$ cat src/rtl/fetch_stage_pkg.sv
// Shared types and constants for the LEGv8 instruction-fetch stage.
package fetch_stage_pkg;

    typedef enum logic [1:0] {
        FETCH = 2'd0,
        DROP  = 2'd1,
        HOLD  = 2'd2
    } fetch_state_e;

    localparam logic [31:0] BUBBLE_INSTR = 32'h0;
    localparam int unsigned PC_INCR      = 4;

endpackage

$ cat src/rtl/fetch_stage_if_id_reg.sv
// IF/ID pipeline register: reset > flush (bubble) > hold > load.
module if_id_reg
    import fetch_stage_pkg::*;
#(
    parameter int N = 64
) (
    input  logic         clk,
    input  logic         reset,
    input  logic         load_i,
    input  logic         flush_i,
    input  logic [31:0]  instr_i,
    input  logic [N-1:0] pc_i,
    input  logic         valid_i,
    output logic [31:0]  instr_o,
    output logic [N-1:0] pc_o,
    output logic         valid_o
);

    logic [31:0]  instr_q, instr_d;
    logic [N-1:0] pc_q, pc_d;
    logic         valid_q, valid_d;

    always_comb begin
        instr_d = instr_q;
        pc_d    = pc_q;
        valid_d = valid_q;
        if (flush_i) begin
            instr_d = BUBBLE_INSTR;
            pc_d    = '0;
            valid_d = 1'b0;
        end else if (load_i) begin
            instr_d = instr_i;
            pc_d    = pc_i;
            valid_d = valid_i;
        end
    end

    always_ff @(posedge clk) begin
        if (reset) begin
            instr_q <= BUBBLE_INSTR;
            pc_q    <= '0;
            valid_q <= 1'b0;
        end else begin
            instr_q <= instr_d;
            pc_q    <= pc_d;
            valid_q <= valid_d;
        end
    end

    assign instr_o = instr_q;
    assign pc_o    = pc_q;
    assign valid_o = valid_q;

endmodule

$ cat src/rtl/fetch_stage.sv
// LEGv8 fetch stage: PC, imem req/ready handshake, redirect and stall handling.
module fetch_stage
    import fetch_stage_pkg::*;
#(
    parameter int           N        = 64,
    parameter logic [N-1:0] RESET_PC = '0
) (
    input  logic         clk,
    input  logic         reset,
    input  logic         stall_d,
    input  logic         pc_src_m,
    input  logic [N-1:0] branch_target_m,
    output logic         imem_req,
    output logic [N-1:0] imem_addr,
    input  logic         imem_ready,
    input  logic [31:0]  imem_rdata,
    output logic [31:0]  instr_d,
    output logic [N-1:0] pc_d,
    output logic         valid_d
);

    fetch_state_e state_q, state_d;
    logic [N-1:0] fetch_pc_q, fetch_pc_d;
    logic [N-1:0] req_addr_q, req_addr_d;
    logic [31:0]  hold_instr_q, hold_instr_d;
    logic [N-1:0] pc_inc;

    logic         ifid_load;
    logic         ifid_flush;
    logic [31:0]  ifid_instr;
    logic [N-1:0] ifid_pc;
    logic         ifid_valid;

    assign pc_inc = fetch_pc_q + N'(PC_INCR);

    always_ff @(posedge clk) begin
        if (reset) begin
            state_q <= FETCH;
        end else begin
            state_q <= state_d;
        end
    end

    always_comb begin
        state_d = state_q;
        unique case (state_q)
            FETCH: begin
                if (imem_ready) begin
                    if (!pc_src_m && stall_d) state_d = HOLD;
                end else if (pc_src_m) begin
                    state_d = DROP;
                end
            end
            DROP: begin
                if (imem_ready) state_d = FETCH;
            end
            HOLD: begin
                if (pc_src_m || !stall_d) state_d = FETCH;
            end
            default: state_d = FETCH;
        endcase
    end

    always_comb begin
        imem_req  = (state_q != HOLD);
        imem_addr = (state_q == DROP) ? req_addr_q : fetch_pc_q;
    end

    // A flush always wins over a decode stall, so it is independent of state.
    always_comb begin
        fetch_pc_d   = fetch_pc_q;
        req_addr_d   = req_addr_q;
        hold_instr_d = hold_instr_q;
        ifid_load    = !stall_d;
        ifid_flush   = pc_src_m;
        ifid_instr   = BUBBLE_INSTR;
        ifid_pc      = '0;
        ifid_valid   = 1'b0;
        unique case (state_q)
            FETCH: begin
                if (pc_src_m) begin
                    fetch_pc_d = branch_target_m;
                    if (!imem_ready) req_addr_d = fetch_pc_q;
                end else if (imem_ready) begin
                    if (stall_d) begin
                        hold_instr_d = imem_rdata;
                    end else begin
                        fetch_pc_d = pc_inc;
                        ifid_instr = imem_rdata;
                        ifid_pc    = fetch_pc_q;
                        ifid_valid = 1'b1;
                    end
                end
            end
            DROP: begin
                if (pc_src_m) fetch_pc_d = branch_target_m;
            end
            HOLD: begin
                if (pc_src_m) begin
                    fetch_pc_d   = branch_target_m;
                    hold_instr_d = BUBBLE_INSTR;
                end else if (!stall_d) begin
                    fetch_pc_d = pc_inc;
                    ifid_instr = hold_instr_q;
                    ifid_pc    = fetch_pc_q;
                    ifid_valid = 1'b1;
                end
            end
            default: begin
                fetch_pc_d = fetch_pc_q;
            end
        endcase
    end

    always_ff @(posedge clk) begin
        if (reset) begin
            fetch_pc_q   <= RESET_PC;
            req_addr_q   <= '0;
            hold_instr_q <= BUBBLE_INSTR;
        end else begin
            fetch_pc_q   <= fetch_pc_d;
            req_addr_q   <= req_addr_d;
            hold_instr_q <= hold_instr_d;
        end
    end

    if_id_reg #(
        .N(N)
    ) u_if_id (
        .clk     (clk),
        .reset   (reset),
        .load_i  (ifid_load),
        .flush_i (ifid_flush),
        .instr_i (ifid_instr),
        .pc_i    (ifid_pc),
        .valid_i (ifid_valid),
        .instr_o (instr_d),
        .pc_o    (pc_d),
        .valid_o (valid_d)
    );

endmodule

$ cat config.mk
export PLATFORM = sky130hd
export DESIGN_NAME = fetch_stage
export DESIGN_NICKNAME = d
export VERILOG_FILES = /design/src/rtl/fetch_stage_pkg.sv /design/src/rtl/fetch_stage_if_id_reg.sv /design/src/rtl/fetch_stage.sv
export SDC_FILE = /design/constraint.sdc
export NUM_CORES = 1
export LEC_CHECK = 0
export BUFFER_PORTS_ARGS = -buffer_cell sky130_fd_sc_hd__buf_2
export CAP_MARGIN = 10
export CORE_MARGIN = 5
export CORE_UTILIZATION = 50
export DETAILED_ROUTE_END_ITERATION = 7
export GPL_TIMING_DRIVEN = 0
export PLACE_DENSITY = 0.77
export SLEW_MARGIN = 20
export SYNTH_ARGS = -nofsm -noshare
export SYNTH_HDL_FRONTEND = slang
export SYNTH_SLANG_ARGS = --single-unit
export TNS_END_PERCENT = 50
$ cat constraint.sdc
create_clock -name clk -period 2.1 [get_ports clk]
set_clock_uncertainty 0.1 [all_clocks]
set_input_delay 0.42 -clock clk [delete_from_list [all_inputs] [get_ports clk]]
set_output_delay 0.42 -clock clk [all_outputs]
set_load 0.005 [all_outputs]
Word level (Yosys, flattened, before mapping)
Index checks and enable logic that the tools add are counted.
{ "word_totals": {"reg_bits": 259, "in_bits": 101, "out_inout_bits": 162, "wordCells": 57} }
{ "op_classes": {"n_addsub": 1, "n_eq_ne": 12, "mux": 24, "n_bitwise": 1, "reduce_logical": 12} }
{ "ops": {"columns": ["cell", "n"], "rows": [
  ["2-to-1 mux 64 bit", 7],
  ["case mux 64 bit (3 select lines)", 1],
  ["2-to-1 mux 32 bit", 5],
  ["case mux 32 bit (2 select lines)", 2],
  ["case mux 64 bit (2 select lines)", 1],
  ["adder 64 x 3 -> 64 bit, second input constant", 1],
  ["inequality test 2 bit, second input constant", 8],
  ["2-to-1 mux 2 bit", 5],
  ["inequality test 3 bit, second input constant", 2],
  ["case mux 2 bit (3 select lines)", 1],
  ["AND reduction 3 bit", 2],
  ["AND reduction 5 bit", 1],
  ["AND reduction 4 bit", 1],
  ["nonzero test 3 bit", 1],
  ["== test 2 x 1 -> 1 bit, second input constant", 1],
  ["== test 2 bit, second input constant", 1],
  ["zero test 1 bit", 2],
  ["zero test 2 bit", 1],
  ["case mux 1 bit (2 select lines)", 1],
  ["nonzero test 2 bit", 1],
  ["OR reduction 2 bit", 1],
  ["logical AND 1 bit", 1],
  ["logical OR 1 bit", 1],
  ["2-to-1 mux 1 bit", 1],
  ["NOT 1 bit", 1]
]} }

Longest topological paths before layout
Gate-level depths: netlist (run 1).
{ "depth": {"ltp_word": 5, "mapped_depth": 9, "ltp_nobuf": 6} }

Hierarchy
Synthesis (run 1) repeated with hierarchy kept, for this count alone.
{ "hier_totals": {"hier_cells": 1727, "hier_area_um2": 12969.9} }
{ "by_module_without_submodules": {"columns": ["mod", "instances", "cells_per_inst", "area_per_inst_um2", "seq_area_each_um2"], "rows": [
  ["fetch_stage", 1, 1413, 9525.4, 3243.1],
  ["if_id_reg", 1, 314, 3444.6, 1941.9]
]} }

Least setup slack after synthesis (run 1)
Ideal clock, no wire load.
{ "synth_timing": {"path_type": "register to output", "start": "register state_q[0]", "end": "output imem_addr[36]", "t_arrival_ps": 1679, "required_time_ps": 1580, "path_slack_ps": -99, "path_stages_with_launch": 8, "cell_sequence": "dfxtp_1 buf_2 nor2b_1 clkbuf_1 clkbuf_1 buf_1 nand2_1 nand2_1"} }
{ "synth_via": {"elab_chain_cells": 2} }
{ "synth_rtl": {"columns": ["item", "line", "source"], "rows": [
  ["start, declared", "fetch_stage.sv:22", "fetch_state_e state_q, state_d;"],
  ["start signal, assigned", "fetch_stage.sv:40", "state_q <= state_d;"],
  ["== test 2 x 1 -> 1 bit", "fetch_stage.sv:66", "imem_addr = (state_q == DROP) ? req_addr_q : fetch_pc_q;"],
  ["2-to-1 mux 64 bit", "fetch_stage.sv:66", null],
  ["end, declared", "fetch_stage.sv:14", "output logic [N-1:0] imem_addr,"]
]} }
No other way between the ends.

Worst setup path after layout (run 1)
{ "layout_timing": {"start": "register state_q[0]", "end": "output imem_addr[13]"} }
The elaborated chain is that of the path after synthesis.

==> flow_summary.yaml, run 1 <==
run_status:
  outcome: "finished, violations left"
  violations: "negative setup slack"
clock_tree:
  clock-sinks: 259
  cts_hold_buffers: 0
  clk_latency_ns: 0.56
  htreeDepth: 1
  cts_tree: "done"
  numCtsBuffers: 28
  cts_buffer_depth: 3
  path_clk_slew_ns: 0.06
  cts_root_buf: "clkbuf_16"
logic_synthesis:
  synth_warnings: 0
  ys.flop_type: "dfxtp_1"
  syn_area_per_cell_sq_um: 7.62
  synth_cell_type_count: 76
  syn_inst: 1650
  synthArstFlopShare: 0
  synth_area_leaders: "dfxtp_1 (41%), nand2_1 (11%), a22oi_1 (8.4%), nor2_1 (5.2%), a21oi_1 (4.1%)"
  synth-seq-cells: 259
  yosysSeqAreaShare: 0.412
  syn-cell-area_sq_um: 12600
  synth_nets: 1752
  synth_largest_area_cell: "dfxtp_1"
  synth_top_area_share: 0.412
  synth_edf_count: 0
timing:
  setup_ws_ns: -0.327
  maxSlewHeadroom: 0.412
  rsz0062_at_grt: "true"
  max_freq_mhz: 412
  setup_violations: 87
  finalHoldViolCount: 0
  fin_crit_sh: 1.16
  worst_pin_slew_ns: 0.882
  hold-worst-slack_ns: 0.0269
  drv_slew: 0
  period_needed_ns: 2.43
grt:
  track_usage: 0.344
  grt_overflow: 0
  grt_pass1_wl_mm: 79.0
  antenna_found_initial: 3
  grt_pass1_vias: 14200
  grt_max_degree: 14
detailed_routing:
  viasPerCell: 6.34
  vias: 15100
  wl_mm: 54.0
  first_pass_iters: 7
  dr_wl_met3_mm: 7.09
  highest_layer: "met5"
  met1_length_mm: 19.7
  drtAntennaViolNets: 0
  dr.first_iter.drc_count: 2294
  drc: 0
  avgRoutedWirePerCell_um: 22.6
  dr_wl_met2_mm: 23.6
hold_path:
  hold_path.class: "input pin to flop"
final_layout:
  fin_area_sq_um: 17300
  areaGrowthSynthToFinish_pct: 37.9
  drive_above_1_share: 0.320
  final_cell_mix: "nand2_1 (329), buf_2 (266), dfxtp_1 (239)"
  layout.nets: 2134
  final_common_cell: "nand2_1"
die:
  die_w_um: 169
  ioPinCount: 263
  row_count: 58
  design.die.area_sq_um: 28400
  die_h_um: 169
  core_area_sq_um: 25000
  start_util: 0.504
critical_path:
  crit-reg2reg-launch: "state_q[0]"
  startpoint_type: "flop"
  cp-end-kind: "output port"
  endpoint: "imem_addr[13]"
  r2r-end: "fetch_pc_q[8]"
  reg2reg_depth: 9
  r2r_slack_ns: -0.13
  arrival_ns: 1.91
  cp.required_ns: 1.58
  startpoint: "state_q[0]"
  crit_type: "flop to output port"
  crit_path_max_fanout: 10
power_and_ir_drop:
  ir_drop_mv: 0.662
  p_int_mw: 8.92
  p_sw_mw: 3.59
  swShare: 0.287
  power_density_nw_per_um2: 721
  p_seq_frac: 0.420
  leakage_nw: 7.47
  p_comb_frac: 0.170
  power_frac_clock: 0.410
placed_design:
  io_buffer_count: 261
  dp_hpwl_mm: 34.8
  placed_cell_area_sq_um: 14300
  pre_cts_ws_ns: -1.33
  gp_congestion: 1.01
flow_run:
  drv_cap: 0
[per-layer routing]
metal	vias to the layer above	global-route usage
met5	-	0
met4	4	0.187
met3	283	0.0936
met2	1138	0.536
met1	7049	0.436
li1	6635	-
[critical path, cell delays in order, from the launching register on]
cell and delay, ns:
dfxtp_2 0.36, buf_6 0.11, nor2b_4 0.16, buf_8 0.14
clkbuf_16 0.19, clkbuf_16 0.16, nand2_1 0.05, nand2_1 0.07
buf_2 0.11
[area by class of cell]
class                   instances  area [sq um]
plain buffers                 168          1310
diodes                          2          5.00
repair buffers                359          2170
multi-input cells            1200          7200
flip-flops and latches        259          5220
fillers                      2061          7620
inverters                      16          71.3
well taps                     330           413
clock buffers                  39           833
clock inverters                11           124
[Yosys cell counts (16+ instances only)]
master    number
a21oi_1      102
a22o_1        34
and3_1        16
nand3_1       45
buf_2         43
nor4_1        17
nand4_1       43
nand2_1      365
o21ai_0       44
nor2_1       174
dfxtp_1      259
a22oi_1      141
nor3_1        40
clkbuf_1     110
[per-stage QoR]
step                      TNS, ns  std cells  total power, mW  utilization
after CTS                  -16.68       2353             12.2        0.663
final                      -18.19       2384             12.5        0.695
after global placement    -210.99       2241             6.96        0.573
after global routing       -21.71       2382             12.8        0.695
after detailed placement  -218.35       2241             6.99        0.573
after floorplan           -0.0731       1650             6.28            -
[sequential cells by signal, summed over array words and instances (netlist names)]
name             flops
hold_instr_q        32
req_addr_q          64
u_if_id.valid_o      1
fetch_pc_q          64
u_if_id.instr_o     32
u_if_id.pc_o        64
state_q              2
[worst min path at each step]
stage                                  start                to  depth (start not counted)
after floorplan                req_addr_q[0]     req_addr_q[0]                          2
final                     branch_target_m[0]     fetch_pc_q[0]                          3
after global routing          imem_rdata[22]  hold_instr_q[22]                          3
after CTS                 branch_target_m[1]     fetch_pc_q[1]                          3
after detailed placement      req_addr_q[25]    req_addr_q[25]                          2
after global placement        req_addr_q[29]    req_addr_q[29]                          2
[cells by family (layout without fill, tap and decap cells)]
kind of cell / after synthesis / in the layout / share of synthesized area
flops: 259 / 259 / 0.412
mux: 12 / 12 / 0.00995
fa+ha+maj: 1 / 1 / 0.000995
compound gates: 421 / 421 / 0.230
simple gates: 765 / 766 / 0.282
other cells: 0 / 2 / 0
buf+inv: 192 / 593 / 0.0650
[power by group through the flow]
stage	sequential (mW)	clock (mW)	combinational (mW)
2_1_floorplan	5.27	0	1.01
3_3_place_gp	5.29	0	1.68
3_5_place_dp	5.29	0	1.70
4_1_cts	5.22	5.13	1.87
5_1_grt	5.26	5.35	2.23
6_report	5.25	5.13	2.12
[timing repair]
action / CTS / global route
pin swaps: 51 / 51
cloned: 3 / 1
setup buffers: 65 / 31
endpoints found under the hold margin: 0 / 0
resized for setup: 235 / 201
setup endpoints to repair: 287 / 251
(Power assumes the default switching activity.)
==> run 2, diff against run 1 <==
Settings changed: CELL_PAD_IN_SITES_DETAIL_PLACEMENT from default to 1, CELL_PAD_IN_SITES_GLOBAL_PLACEMENT from default to 1, CORE_UTILIZATION 50 to 43, PLACE_DENSITY 0.77 to default, PLACE_DENSITY_LB_ADDON from default to 0.1.
Clock period 2.1 ns to 3.09 ns, I/O delays scaled along.
==> run 2 against run 1 <==
The flow now finishes without violations. Critical endpoint is now imem_addr[60]. Highest routed layer unchanged. Combinational power is 42% lower. Sequential share of layout area grew 3.6 points. Die area grew 15%. Largest power group is now the clock network. Utilization is 16 points lower.
==> flow_summary.yaml, run 2 (synthesized netlist as in run 1, its figures left out) <==
run_status:
  outcome: "completed"
critical_path:
  cp-end-kind: "output port"
  r2r-end: "fetch_pc_q[30]"
  crit-reg2reg-launch: "state_q[1]"
  r2r_slack_ns: 0.07
  crit_type: "flop to output port"
  cp.required_ns: 2.37
  arrival_ns: 2.33
  reg2reg_depth: 8
  startpoint_type: "flop"
  crit_path_max_fanout: 10
clock_tree:
  numCtsBuffers: 30
  cts_root_buf: "clkbuf_16"
  path_clk_slew_ns: 0.06
  clk_latency_ns: 0.58
  cts_buffer_depth: 3
  cts_setup_buffers: 0
  clock-sinks: 259
  htreeDepth: 1
  cts_tree: "done"
die:
  design.die.area_sq_um: 32800
  die_h_um: 181
  ioPinCount: 263
  die_w_um: 181
  row_count: 62
  core_area_sq_um: 28800
  start_util: 0.437
placed_design:
  pre_cts_ws_ns: -0.607
  io_buffer_count: 261
  dp_hpwl_mm: 38.7
  gp_congestion: 0.978
final_layout:
  n_fill_cell: 3711
  areaGrowthSynthToFinish_pct: 22.3
  n_antenna_cell: 0
  drive_above_1_share: 0.210
  regArea_sq_um: 5180
  final_common_cell: "nand2_1"
  layout.nets: 2044
  multi_input_comb_area_sq_um: 6580
  final_cell_mix: "nand2_1 (365), buf_2 (304), dfxtp_1 (259)"
timing:
  setup_ws_ns: 0.0404
  hold-worst-slack_ns: 0.175
  worst_pin_slew_ns: 1.06
  drv_slew: 0
  period_needed_ns: 3.05
  maxSlewHeadroom: 0.293
  setup_violations: 0
  finalHoldViolCount: 0
  max_freq_mhz: 328
  rsz0062_at_grt: "false"
  fin_crit_sh: 0.987
detailed_routing:
  avgRoutedWirePerCell_um: 23.5
  dr.first_iter.drc_count: 1092
  drtAntennaViolNets: 0
  viasPerCell: 6.11
  drc: 0
  first_pass_iters: 5
  vias: 14300
  wl_mm: 55.1
grt:
  grt_pass1_vias: 14500
  grt_pass1_wl_mm: 84.2
  antenna_found_initial: 7
  track_usage: 0.321
  grt_overflow: 0
  grt_max_degree: 15
power_and_ir_drop:
  swShare: 0.293
  power_density_nw_per_um2: 542
  p_seq_frac: 0.423
  p_sw_mw: 2.44
  ir_drop_mv: 0.363
  leakage_nw: 6.31
  p_comb_frac: 0.149
  power_frac_clock: 0.428
  p_int_mw: 5.90
hold_path:
  hold_path.class: "input pin to flop"
  holdPathEnd: "fetch_pc_q[0]"
  hold_depth: 3
  hold_start: "branch_target_m[0]"
flow_run:
  drv_cap: 0
[run 2: what timing repair did]
item / 4_1_cts / 5_1_grt
resized for setup: 23 / 18
setup endpoints to repair: 66 / 73
endpoints found under the hold margin: 0 / 0
hold buffers: 0 / 0
gates cloned: 0 / 0
[run 2: worst max-delay path, stage by stage, from the launching register on]
cell and delay [ns]:
dfxtp_1 0.33, clkbuf_4 0.20, nor2b_4 0.21, clkbuf_4 0.24, buf_2 0.38, o21ai_0 0.21
buf_2 0.17
[run 2: area by class of cell]
cell class	count	share of cell area
clock inverters	11	0.00602
plain buffers	175	0.0521
flip-flops and latches	259	0.337
repair buffers	261	0.0849
clock buffers	42	0.0570
inverters	16	0.00390
well taps	384	0.0312
multi-input cells	1199	0.428
[run 2: worst max path at each step]
stage / startpoint / endpoint / slack [ns] / cells after the start
floorplan: state_q[0] / imem_addr[36] / 0.69 / 7
global placement: stall_d / fetch_pc_q[30] / -0.52 / 9
detailed placement: stall_d / fetch_pc_q[30] / -0.61 / 9
CTS: state_q[1] / imem_addr[46] / 0.01 / 6
global route: state_q[0] / imem_addr[58] / 0.004 / 8
finish: state_q[0] / imem_addr[60] / 0.04 / 6
[run 2: power groups by stage]
stage	Sequential (mW)	Combinational (mW)	Clock, mW
floorplan	3.58	0.686	0
CTS	3.53	1.22	3.58
global route	3.54	1.33	3.73
finish	3.53	1.24	3.57
global placement	3.59	1.17	0
detailed placement	3.60	1.20	0
[run 2: metal layers]
layer  share of wire  vias to the layer above  global-route usage
met2            0.46                      681               0.516
met3           0.091                      183              0.0746
li1                -                     6456                   -
met5          0.0013                        -                   0
met4           0.050                       14               0.144
met1            0.40                     6996               0.411
[run 2: stage by stage]
stage / setup TNS [ns] / utilization / power (mW) / instance area (sq um) / cells
after floorplan: 0 / - / 4.27 / 12600 / 1650
after global placement: -40.86 / 0.499 / 4.77 / 14400 / 2295
after detailed placement: -47.75 / 0.499 / 4.80 / 14400 / 2295
after global routing: 0 / 0.534 / 8.59 / 15400 / 2347
final: 0 / 0.534 / 8.34 / 15400 / 2347
after CTS: 0 / 0.534 / 8.32 / 15400 / 2348
